[src/rtl/call_display_scanner_if.sv]
// Ticket/call inputs and multiplexed 7-segment outputs shared by the
// call source (master) and the display scanner (slave).
interface call_display_scanner_if;
  logic [5:0] current_number;
  logic [5:0] number_service;
  logic [2:0] counter_call;
  logic [6:0] seg;
  logic [5:0] an;
  logic       busy_blink;

  modport master (
    output current_number, number_service, counter_call,
    input  seg, an, busy_blink
  );

  modport slave (
    input  current_number, number_service, counter_call,
    output seg, an, busy_blink
  );
endinterface

[src/rtl/call_display_scanner.sv]
// Six-digit common-anode display scanner: [issued tt][letter][-][called tt].
// The call group blinks for a fixed burst whenever a new call arrives.
module call_display_scanner #(
  parameter int SCAN_DIV    = 50000,
  parameter int BLINK_DIV   = 12500000,
  parameter int BLINK_COUNT = 6
) (
  input logic clk,
  input logic rst,
  call_display_scanner_if.slave bus
);
  localparam int ScanW  = $clog2(SCAN_DIV);
  localparam int BlinkW = $clog2(BLINK_DIV);
  localparam int HalfW  = $clog2(BLINK_COUNT);

  typedef enum logic [1:0] {IDLE, BLK_OFF, BLK_ON} blink_state_e;

  logic [5:0]        capNum, capSvc, prevSvc;
  logic [2:0]        capCall, prevCall;
  logic [1:0]        validCnt;
  logic              callValid, evt;
  logic [ScanW-1:0]  scanCnt;
  logic [2:0]        scanIdx, idxNext;
  logic              scanTc;
  logic [3:0]        digitCode;
  logic [6:0]        segNext;
  blink_state_e      state, stateNext;
  logic [BlinkW-1:0] blinkCnt, blinkCntNext;
  logic [HalfW-1:0]  half, halfNext;

  function automatic logic [3:0] tensOf(input logic [5:0] v);
    return 4'(v / 6'd10);
  endfunction

  function automatic logic [3:0] onesOf(input logic [5:0] v);
    return 4'(v % 6'd10);
  endfunction

  // Codes 0-9 are digits, 10-14 are letters A-E, 15 is the dash.
  function automatic logic [6:0] glyph(input logic [3:0] code);
    case (code)
      4'd0:    return 7'h40;
      4'd1:    return 7'h79;
      4'd2:    return 7'h24;
      4'd3:    return 7'h30;
      4'd4:    return 7'h19;
      4'd5:    return 7'h12;
      4'd6:    return 7'h02;
      4'd7:    return 7'h78;
      4'd8:    return 7'h00;
      4'd9:    return 7'h10;
      4'd10:   return 7'h08;
      4'd11:   return 7'h03;
      4'd12:   return 7'h46;
      4'd13:   return 7'h21;
      4'd14:   return 7'h06;
      default: return 7'h3F;
    endcase
  endfunction

  // Capture plus a one-cycle history; the detector arms after two real captures.
  always_ff @(posedge clk or negedge rst) begin
    if (!rst) begin
      capNum   <= '0;
      capSvc   <= '0;
      capCall  <= '0;
      prevSvc  <= '0;
      prevCall <= '0;
      validCnt <= '0;
    end else begin
      // NOTE: non-blocking, so prev* samples the capture value from before this edge.
      capNum   <= bus.current_number;
      capSvc   <= bus.number_service;
      capCall  <= bus.counter_call;
      prevSvc  <= capSvc;
      prevCall <= capCall;
      if (validCnt != 2'd2) validCnt <= validCnt + 2'd1;
    end
  end

  assign callValid = (capCall != 3'd0) && (capCall < 3'd6);
  assign evt       = (validCnt == 2'd2) && ({capCall, capSvc} != {prevCall, prevSvc}) && callValid;
  assign scanTc    = (scanCnt == ScanW'(SCAN_DIV - 1));
  assign idxNext   = !scanTc ? scanIdx : (scanIdx == 3'd5) ? 3'd0 : scanIdx + 3'd1;

  always_comb begin
    // NOTE: defaults first, so no path through this block can infer a latch.
    digitCode = 4'hF;
    case (idxNext)
      3'd5:    digitCode = tensOf(capNum);
      3'd4:    digitCode = onesOf(capNum);
      3'd3:    if (callValid) digitCode = 4'(capCall) + 4'd9;
      3'd1:    if (callValid) digitCode = tensOf(capSvc);
      3'd0:    if (callValid) digitCode = onesOf(capSvc);
      default: digitCode = 4'hF;
    endcase
    segNext = ((idxNext < 3'd4) && (state == BLK_OFF)) ? 7'h7F : glyph(digitCode);
  end

  // an and seg come from the same index on the same edge: no ghosting.
  always_ff @(posedge clk or negedge rst) begin
    if (!rst) begin
      scanCnt <= '0;
      scanIdx <= '0;
      bus.an  <= '1;
      bus.seg <= 7'h7F;
    end else begin
      scanCnt <= scanTc ? '0 : scanCnt + ScanW'(1);
      scanIdx <= idxNext;
      bus.an  <= ~(6'b1 << idxNext);
      bus.seg <= segNext;
    end
  end

  always_comb begin
    stateNext    = state;
    blinkCntNext = blinkCnt;
    halfNext     = half;
    if (evt) begin
      stateNext    = BLK_OFF;
      blinkCntNext = '0;
      halfNext     = '0;
    end else if (state != IDLE) begin
      if (blinkCnt == BlinkW'(BLINK_DIV - 1)) begin
        blinkCntNext = '0;
        if (half == HalfW'(BLINK_COUNT - 1)) begin
          stateNext = IDLE;
          halfNext  = '0;
        end else begin
          stateNext = (state == BLK_OFF) ? BLK_ON : BLK_OFF;
          halfNext  = half + HalfW'(1);
        end
      end else begin
        blinkCntNext = blinkCnt + BlinkW'(1);
      end
    end
  end

  always_ff @(posedge clk or negedge rst) begin
    if (!rst) begin
      state          <= IDLE;
      blinkCnt       <= '0;
      half           <= '0;
      bus.busy_blink <= 1'b0;
    end else begin
      state          <= stateNext;
      blinkCnt       <= blinkCntNext;
      half           <= halfNext;
      bus.busy_blink <= (stateNext != IDLE);
    end
  end
endmodule

[src/flat_wrapper.sv]
// flat-port wrapper written by rule: the top's interface ports become plain ports
module call_display_scanner_flat 
#(
  parameter int SCAN_DIV    = 50000,
  parameter int BLINK_DIV   = 12500000,
  parameter int BLINK_COUNT = 6
)
  (clk, rst, bus_current_number, bus_number_service, bus_counter_call, bus_seg, bus_an, bus_busy_blink);
  call_display_scanner_if bus_i ();
  input logic clk;
  input logic rst;
  input wire logic [$bits(bus_i.current_number)-1:0] bus_current_number;
  input wire logic [$bits(bus_i.number_service)-1:0] bus_number_service;
  input wire logic [$bits(bus_i.counter_call)-1:0] bus_counter_call;
  output wire logic [$bits(bus_i.seg)-1:0] bus_seg;
  output wire logic [$bits(bus_i.an)-1:0] bus_an;
  output wire logic [$bits(bus_i.busy_blink)-1:0] bus_busy_blink;
  assign bus_i.current_number = bus_current_number;
  assign bus_i.number_service = bus_number_service;
  assign bus_i.counter_call = bus_counter_call;
  assign bus_seg = bus_i.seg;
  assign bus_an = bus_i.an;
  assign bus_busy_blink = bus_i.busy_blink;
  call_display_scanner #(.SCAN_DIV(SCAN_DIV), .BLINK_DIV(BLINK_DIV), .BLINK_COUNT(BLINK_COUNT)) u_core (.clk(clk), .rst(rst), .bus(bus_i));
endmodule
[config.mk]
export PLATFORM = sky130hd
export DESIGN_NAME = call_display_scanner_flat
export DESIGN_NICKNAME = d
export VERILOG_FILES = /design/src/rtl/call_display_scanner_if.sv /design/src/rtl/call_display_scanner.sv /design/src/flat_wrapper.sv
export SDC_FILE = /design/constraint.sdc
export NUM_CORES = 1
export LEC_CHECK = 0
export CAP_MARGIN = 20
export CORE_MARGIN = 3
export CORE_UTILIZATION = 50
export DETAILED_ROUTE_END_ITERATION = 7
export DONT_BUFFER_PORTS = 1
export GPL_TIMING_DRIVEN = 1
export REMOVE_ABC_BUFFERS = 1
export SETUP_SLACK_MARGIN = 0.3
export SYNTH_ARGS = -nofsm -noshare
export SYNTH_HDL_FRONTEND = slang
export SYNTH_SLANG_ARGS = --single-unit
[constraint.sdc]
create_clock -name clk -period 7.7 [get_ports clk]
set_input_delay 1.54 -clock clk [delete_from_list [all_inputs] [get_ports clk]]
set_output_delay 1.54 -clock clk [all_outputs]
set_load 0.05 [all_outputs]
# ---- Word-level counts from Yosys, hierarchy flattened
# Memories as Yosys holds them, arrays and structs flattened.
# Cells that the tools add are included.
dict set report totals {
  regBits 88
  mem_bits_ro 112
  input_bits 17
  out_inout_bits 14
  word_cells 72
  mem_count 1
}
dict set report classes {
  add_sub_neg 6
  div 4
  order_cmp 2
  n_eq_ne 12
  shifts 1
  mux 20
  bitwise_logic 1
  n_reduce_logical 11
}
# memory words word_bits read_ports rd_clocked_by_memory_dff write_ports line
set memory_table {}
lappend memory_table {{(name not given)} 16 7 1 0 0 call_display_scanner.sv:41} ;# case (code)
# cell n
set op_table {}
lappend op_table {{2-to-1 mux 24 bit} 3}
lappend op_table {{adder 24 x 1 -> 24 bit, second input constant} 1}
lappend op_table {{equality test 24 bit, second input constant} 1}
lappend op_table {{case mux 4 bit (5 select lines)} 1}
lappend op_table {{2-to-1 mux 3 bit} 6}
lappend op_table {{adder 16 x 1 -> 16 bit, second input constant} 1}
lappend op_table {{equality test 16 bit, second input constant} 1}
lappend op_table {{2-to-1 mux 16 bit} 1}
lappend op_table {{divider 6 x 4 -> 6 bit, second input constant} 2}
lappend op_table {{equality test 3 bit, second input constant} 4}
lappend op_table {{remainder unit 6 x 4 -> 6 bit, second input constant} 2}
lappend op_table {{2-to-1 mux 4 bit} 3}
lappend op_table {{2-to-1 mux 2 bit} 5}
lappend op_table {{!= test 9 bit} 1}
lappend op_table {{nonzero test 2 bit} 4}
lappend op_table {{2-to-1 mux 7 bit} 1}
lappend op_table {{adder 3 x 1 -> 3 bit, second input constant} 2}
lappend op_table {{< comparator 3 bit, second input constant} 2}
lappend op_table {{NOT 6 bit} 1}
lappend op_table {{<< shifter 1 x 3 -> 6 bit, first input constant} 1}
lappend op_table {{adder 3 x 4 -> 4 bit, second input constant} 1}
lappend op_table {{logical AND 1 bit} 4}
lappend op_table {{equality test 3 x 1 -> 1 bit, second input constant} 1}
lappend op_table {{equality test 3 x 2 -> 1 bit, second input constant} 1}
lappend op_table {{other kinds (7)} 7}

# ---- Logic depth before layout (Yosys ltp)
# Gate-level depths: netlist of run 1.
dict set report logic_depth {
  ltp_word 7
  depth_mapped 14
  mapped_depth_nobuf 14
}

# ---- Worst setup path after synthesis of run 1
# Ideal clock, no wire load.
dict set report synth_path {
  kind {reg-to-reg}
  start {reg u_core.scanCnt[7]}
  end {reg u_core.bus.seg[0]}
  setup_time_ps 77
  t_arrival_ps 3372
  required_ps 7623
  setup_slack_ps 4251
  path_stages_with_launch 13
  path_buffers 1
  synth_period_minus_slack_ps 3449
  path_cell_list {dfrtp_1 > or4b_4 > or4_4 > buf_2 > mux2_2 > a211o_1 > nor2_1 > inv_1 > ha_1 > inv_1 > nor4_1 > a2111oi_0 > o21ba_2}
}
dict set report synth_between {
  elab_chain_cells 6
  word_cells_on_any_way 12
}
# element line
set synth_rtl {}
lappend synth_rtl {{from (decl)} call_display_scanner.sv:22} ;# logic [ScanW-1:0] scanCnt;
lappend synth_rtl {{from (signal assigned)} call_display_scanner.sv:108} ;# scanCnt <= scanTc ? '0 : scanCnt + ScanW'(1);
lappend synth_rtl {{equality test 16 bit *} call_display_scanner.sv:83} ;# assign scanTc = (scanCnt == ScanW'(SCAN_DIV - 1));
lappend synth_rtl {{2-to-1 mux 3 bit *} call_display_scanner.sv:84} ;# assign idxNext = !scanTc ? scanIdx : (scanIdx == 3'd5) ? 3'd0 : scanIdx + 3'd1;
lappend synth_rtl {{equality test 3 x 1 -> 1 bit, or another cell as far along} call_display_scanner.sv:89} ;# case (idxNext)
lappend synth_rtl {{case mux 4 bit (5 select lines)} call_display_scanner.sv:89}
lappend synth_rtl {{memory (16 x 7 bit)} -}
lappend synth_rtl {{2-to-1 mux 7 bit *} call_display_scanner.sv:97} ;# segNext = ((idxNext < 3'd4) && (state == BLK_OFF)) ? 7'h7F : glyph(digitCode);
lappend synth_rtl {{via u_core.segNext[0]} call_display_scanner.sv:26} ;# logic [6:0] segNext;
lappend synth_rtl {{to (signal assigned)} call_display_scanner.sv:111} ;# bus.seg <= segNext;
lappend synth_rtl {{to (decl)} call_display_scanner_if.sv:18} ;# output seg, an, busy_blink
# The timed path passes the listed nets; every way through them passes the cells marked *.
# A chain may end at the register's enable or synchronous reset.

# ---- Final worst setup path of run 1
# Same ends and word-level chain as after synthesis.

==> results.toml, run 1 <==
[drt]
first_pass_iters = 5
wl_per_cell_um = 17.0
viasPerCell = 5.95
wl_mm = 11.0
drt_iter0_drc = 303
drcViolationCount = 0
vias = 3839
ant_nets = 0

[timing]
period_share_pct = 52.3
fin_tns_setup_ps = 0
hold_viol = 0
rsz0062_at_grt = "false"
drv_slew = 0
slew_headroom_pct = 31.8
fin_worst_skew_ps = 15.6
final.setup.worst_slack_ps = 3670
finalSetupViolCount = 0
worst_pin_slew_ps = 1010
fin_crit_ps = 4030
timing.fmax_mhz = 248

[synthesis]
synth.area.top_cells = "dfrtp_1 38%, dfstp_2 6.9%, xor2_1 4.4%"
ys.warnings.count = 0
synth_cells = 520
synth.top_cell.area_share_pct = 37.8
ys_ff_latch = 88
syn_area_sq_mm = 0.00497
seq_area_frac_synth_pct = 44.6
yosysTopAreaCell = "dfrtp_1"
synth_edf_count = 0
syn_avg_cell_area_sq_um = 9.56
synth_cell_types = 76
ys.flop_type = "dfrtp_1"
synthArstFlopShare_pct = 100

[clock_tree]
cts_sinks = 88
max-clock-path-buffers = 2
numCtsBuffers = 9
cts_tree = "built"
post_cts_resized = 0
htree_levels = 3
hold_buffers = 0
root_buffer = "clkbuf_8"
clk_pin_slew_ps = 100
post-cts-setup-buffers = 0
insertion_delay_ps = 370

[placement]
globalplace.congestion = 0.833
io_buffer_count = 0
place_ws_ps = 3710
dp_hpwl_mm = 7.48

[die]
fp.dieW_um = 106
dieArea_sq_mm = 0.0112
start_util_pct = 52.6
fp.dieH_um = 106
coreArea_sq_mm = 0.00946
io_pins = 31
rows = 35

[final_layout]
syn_to_final_growth_pct = 6.64
ff_latch_area_sq_mm = 0.00222
layout_commonest_cell = "dfrtp_1"
nFillCells = 848
multi_input_area_sq_mm = 0.00259
drive_above_1_share_pct = 9.69
antenna_cells = 0
final_net_count = 541
final_cell_mix = "75 x dfrtp_1, 49 x nor2_1, 38 x nand2_1"
final_core_util_pct = 56.0

[power]
pwr-share-seq_pct = 50.7
power_uw = 953
clockPowerShare_pct = 41.0
switching_power_uw = 234
p_leak_nw = 2.17
powerDensity_mw_per_mm2 = 180
p_int_uw = 719
peakVddDrop_mv = 0.149
switching_share_pct = 24.6
p_comb_share_pct = 8.3

[worst_setup_path]
crit_fanout = 19
worstSetupPathType = "reg -> reg"
cp-start-kind = "flop"
cp.arrival_ps = 4350
crit_required_ps = 8020
endpoint_kind = "flop"

[global_routing]
grt_max_degree = 89
track_usage_pct = 21.0
grt_pass1_vias = 3668
grt_overflow_total = 0
grt_pass1_wl_mm = 19.0
antenna_found_initial = 0

[worst_hold_path]
hp-class = "reg -> reg"

[status]
outcome = "completed"

[flow_run]
cap_violations = 0
stage by stage:
stage	instance area, sq um	hold slack [ps]	std cells
finish	5300	425	645
global route	5300	461	645
CTS	5300	427	644
detailed placement	5050	409	628
global placement	5050	423	628
floorplan	4880	384	498
power groups by stage:
stage | Sequential (mW) | Clock, mW | Combinational (mW)
global placement | 0.492 | 0 | 0.0763
detailed placement | 0.492 | 0 | 0.0776
floorplan | 0.489 | 0 | 0.0603
global route | 0.486 | 0.422 | 0.0885
finish | 0.484 | 0.390 | 0.0791
CTS | 0.484 | 0.406 | 0.0785
area by class of cell:
cell class / instances / area share [%]
clock buffer: 9 / 2.34
clock inverter: 7 / 2.24
inverter: 19 / 1.35
multi-input combinational: 391 / 48.9
sequential: 88 / 41.8
tap: 129 / 3.04
timing repair buffer: 2 / 0.236
path summary, 6_finish.rpt:
path / from / end / slack, ps / cells after the start
worst min-delay path: u_core.capSvc[0] / u_core.prevSvc[0] / 430 / 0
worst max register to register: u_core.scanCnt[7] / u_core.bus.seg[0] / 3670 / 12
worst min register to register: u_core.capSvc[0] / u_core.prevSvc[0] / 430 / 0
min in group asynchronous: rst / u_core.prevSvc[1] / 860 / 0
max in group asynchronous: rst / u_core.bus.seg[2] / 6600 / 0
worst max-delay path: u_core.scanCnt[7] / u_core.bus.seg[0] / 3670 / 12
registers in the layout (all words and copies together) (netlist names), 6 cells and up:
register	count
u_core.blinkCnt	24
u_core.scanCnt	16
u_core.bus.seg	7
u_core.bus.an	6
u_core.capNum	6
u_core.capSvc	6
u_core.prevSvc	6
Yosys cell counts (3+ instances only):
cell type and n:
o21ai_0 27, nor3_1 14, dfrtp_1 75, o21a_1 3
and2_1 5, o31ai_1 5, o22ai_1 3, nor4_1 12
buf_2 3, nand4_1 11, a22o_1 3, a21oi_1 14
dfstp_2 13, mux2_2 4, nand3b_1 6, xor2_1 25
or3_1 8, nand2b_1 13, or4b_2 3, and3_1 11
nor3b_1 3, ha_1 13, o211ai_1 5, clkbuf_1 17
nor2_1 49, nand3_1 18, a31oi_1 6, xnor2_1 17
inv_1 18, nand2_1 38, a21o_1 3, a211oi_1 6
mux2i_1 6, nor2b_1 6
routing by layer:
layer / vias to the layer above / wire length, um / global-route usage, %
li1: 1869 / - / -
met1: 1851 / 5570 / 31.7
met2: 107 / 4620 / 28.9
met3: 12 / 639 / 6.37
met4: 0 / 139 / 6.01
met5: - / 0 / 0
cell families after synthesis:
kind of cell,share of synthesized area [%]
simple gates,23.8
compound gates,15.2
flops,44.6
xor+xnor,7.40
buf+inv,3.17
fa+ha+maj,3.67
mux,2.11
worst max-delay path, cell delays in order, from the launching register on:
cell and delay (ps):
dfrtp_1 410, or4b_4 580, nor4_4 890, nand2_1 300, a221oi_1 410, a211o_1 230, nor2_1 120, inv_1 130
ha_1 150, inv_1 50, nor4_1 340, a2111oi_0 110, o21ba_2 270
No activity file was read; power rests on OpenSTA's default activity.
==> run 2, diff against run 1 <==
--- a/config.mk
+++ b/config.mk
@@ -11,6 +11,7 @@
 export DETAILED_ROUTE_END_ITERATION = 7
 export DONT_BUFFER_PORTS = 1
 export GPL_TIMING_DRIVEN = 1
+export PLACE_DENSITY = 0.68
 export REMOVE_ABC_BUFFERS = 1
 export SETUP_SLACK_MARGIN = 0.3
 export SYNTH_ARGS = -nofsm -noshare
==> constraint.sdc (replaced) <==
create_clock -name clk -period 3.2 [get_ports clk]
set_input_delay 0.64 -clock clk [delete_from_list [all_inputs] [get_ports clk]]
set_output_delay 0.64 -clock clk [all_outputs]
set_load 0.05 [all_outputs]
==> run 2 against run 1 <==
Compared with the run above:
- combinational power increased to 3.9 times the previous value
- first-iteration DRC count decreased by 28%
- routed wire length increased by 7.6%
- sequential share of layout area decreased by 4.6 points
- global-route usage increased by 1.1 points
- non-clock buffer count increased by 57
- utilization increased by 7.0 points
- hold slack got worse by 310 ps
- power increased by 130%
- sequential power increased by 140%
- cell count increased by 8.8%
- die area unchanged
- critical endpoint unchanged
==> results.toml, run 2 (same netlist as run 1, synthesis figures left out) <==
[final_layout]
nFillCells = 784
final_net_count = 598
largest_reg_flops = 24
final_cell_mix = "73 x dfrtp_1, 51 x buf_4, 47 x nor2_1"
final_core_util_pct = 63.1
layout_commonest_cell = "dfrtp_1"
regMostFlops = "u_core.blinkCnt"
drive_above_1_share_pct = 25.7
syn_to_final_growth_pct = 20.0
antenna_cells = 0
final_area_sq_mm = 0.00596
reg.largest.list = "u_core.blinkCnt: 24 flops, u_core.scanCnt: 16 flops, u_core.bus.seg: 7 flops"

[die]
start_util_pct = 52.6
coreArea_sq_mm = 0.00946
fp.dieH_um = 106
dieArea_sq_mm = 0.0112
io_pins = 31
fp.dieW_um = 106
rows = 35

[worst_setup_path]
cpMaxStageDelayCell = "or4_4"
endpoint_kind = "flop"
crit_fanout = 6
r2r_slack_ps = 40
cp.arrival_ps = 3460
worstSetupPathType = "reg -> reg"
crit_buf_inv = 2
path_cells = "or4b_4, or4_4, mux2_4, a211o_1, nor2_2, inv_2, ha_4, inv_4, nor4_4, a2111oi_2, o21ba_2"
cpLargestDelayFamily = "simple AND/OR/NAND/NOR gates"
cp-start-kind = "flop"
crit_required_ps = 3500
critical_path.max_stage_delay_ps = 590

[flow_run]
cap_violations = 0

[global_routing]
antenna_found_initial = 0
grt_pass1_wl_mm = 19.9
track_usage_pct = 22.1
grt_pass1_vias = 4066
grt_overflow_total = 0
grt_max_degree = 76

[drt]
ant_nets = 0
first_pass_iters = 4
vias = 4102
wl_mm = 11.8
drt_iter0_drc = 217
viasPerCell = 5.84
drcViolationCount = 0
wl_per_cell_um = 16.8

[clock_tree]
root_buffer = "clkbuf_8"
clk_pin_slew_ps = 90
numCtsBuffers = 9
cts_sinks = 88
htree_levels = 3
insertion_delay_ps = 360
max-clock-path-buffers = 2
cts_tree = "built"

[status]
outcome = "completed"

[placement]
globalplace.congestion = 0.931
dp_hpwl_mm = 7.97
io_buffer_count = 0
dpl_cell_area_sq_mm = 0.00544

[timing]
hold_viol = 0
finalSetupViolCount = 0
worst_pin_slew_ps = 585
timing.fmax_mhz = 316
rsz0062_at_grt = "true"
period_share_pct = 98.8
drv_slew = 0
hold_ws_ps = 111
fin_crit_ps = 3160
fin_worst_skew_ps = 7.84
slew_headroom_pct = 60.8

[worst_hold_path]
hp-class = "in -> async"

[power]
p_leak_nw = 2.48
peakVddDrop_mv = 0.216
powerDensity_mw_per_mm2 = 367
==> run 2: report_power, final <==
group          internal, mW  total, mW  leakage, nW  switching, mW
clock network         0.306      0.720       0.0891          0.414
logic                 0.142      0.308         1.30          0.166
registers              1.13       1.16         1.10         0.0288
total                  1.58       2.19         2.48          0.609
==> run 2: worst paths after layout <==
| kind | from | to | cells past startpoint |
|---|---|---|---|
| setup / recovery | u_core.scanCnt[11] | u_core.bus.seg[0] | 11 |
| min in group clk | bus_number_service[5] | u_core.capSvc[5] | 0 |
| max in group asynchronous | rst | u_core.capSvc[3] | 1 |
| hold reg to reg | u_core.scanCnt[0] | u_core.scanCnt[0] | 1 |
| setup reg to reg | u_core.scanCnt[11] | u_core.bus.seg[0] | 11 |
| hold / removal | rst | u_core.bus.an[2] | 0 |
==> run 2: final cells by class <==
type,instances,area (sq um),area share (%)
Multi-Input combinational cell,391,2840,47.6
Clock inverter,6,42.5,0.713
Clock buffer,10,138,2.31
Tap cell,129,161,2.71
Sequential cell,88,2220,37.2
Timing Repair Buffer,59,489,8.20
Inverter,19,73.8,1.24
==> run 2: metal layers <==
metal	wire [um]	vias to the layer above	global-route usage [%]
met2	5520	90	35.0
li1	-	1990	-
met4	231	0	6.48
met3	503	21	5.82
met5	0	-	0
met1	5540	2001	30.1
==> run 2: timing repair <==
action / 4_1_cts / 5_1_grt
setup endpoints to repair: 7 / 9
pin swaps: 12 / 19
hold buffers: 1 / 0
hold endpoints to repair: 75 / 0
resized for setup: 26 / 35
setup buffers: 3 / 2
==> run 2: metrics by stage <==
stage / power [mW] / setup TNS, ps / std cells / setup slack (ps)
floorplan: 1.32 / -420 / 498 / -236
finish: 2.19 / 0 / 702 / 39.6
global route: 2.30 / -64.4 / 702 / -44.0
CTS: 2.18 / 0 / 700 / 52.8
global placement: 1.40 / 0 / 680 / 6.75
detailed placement: 1.41 / -112 / 680 / -112
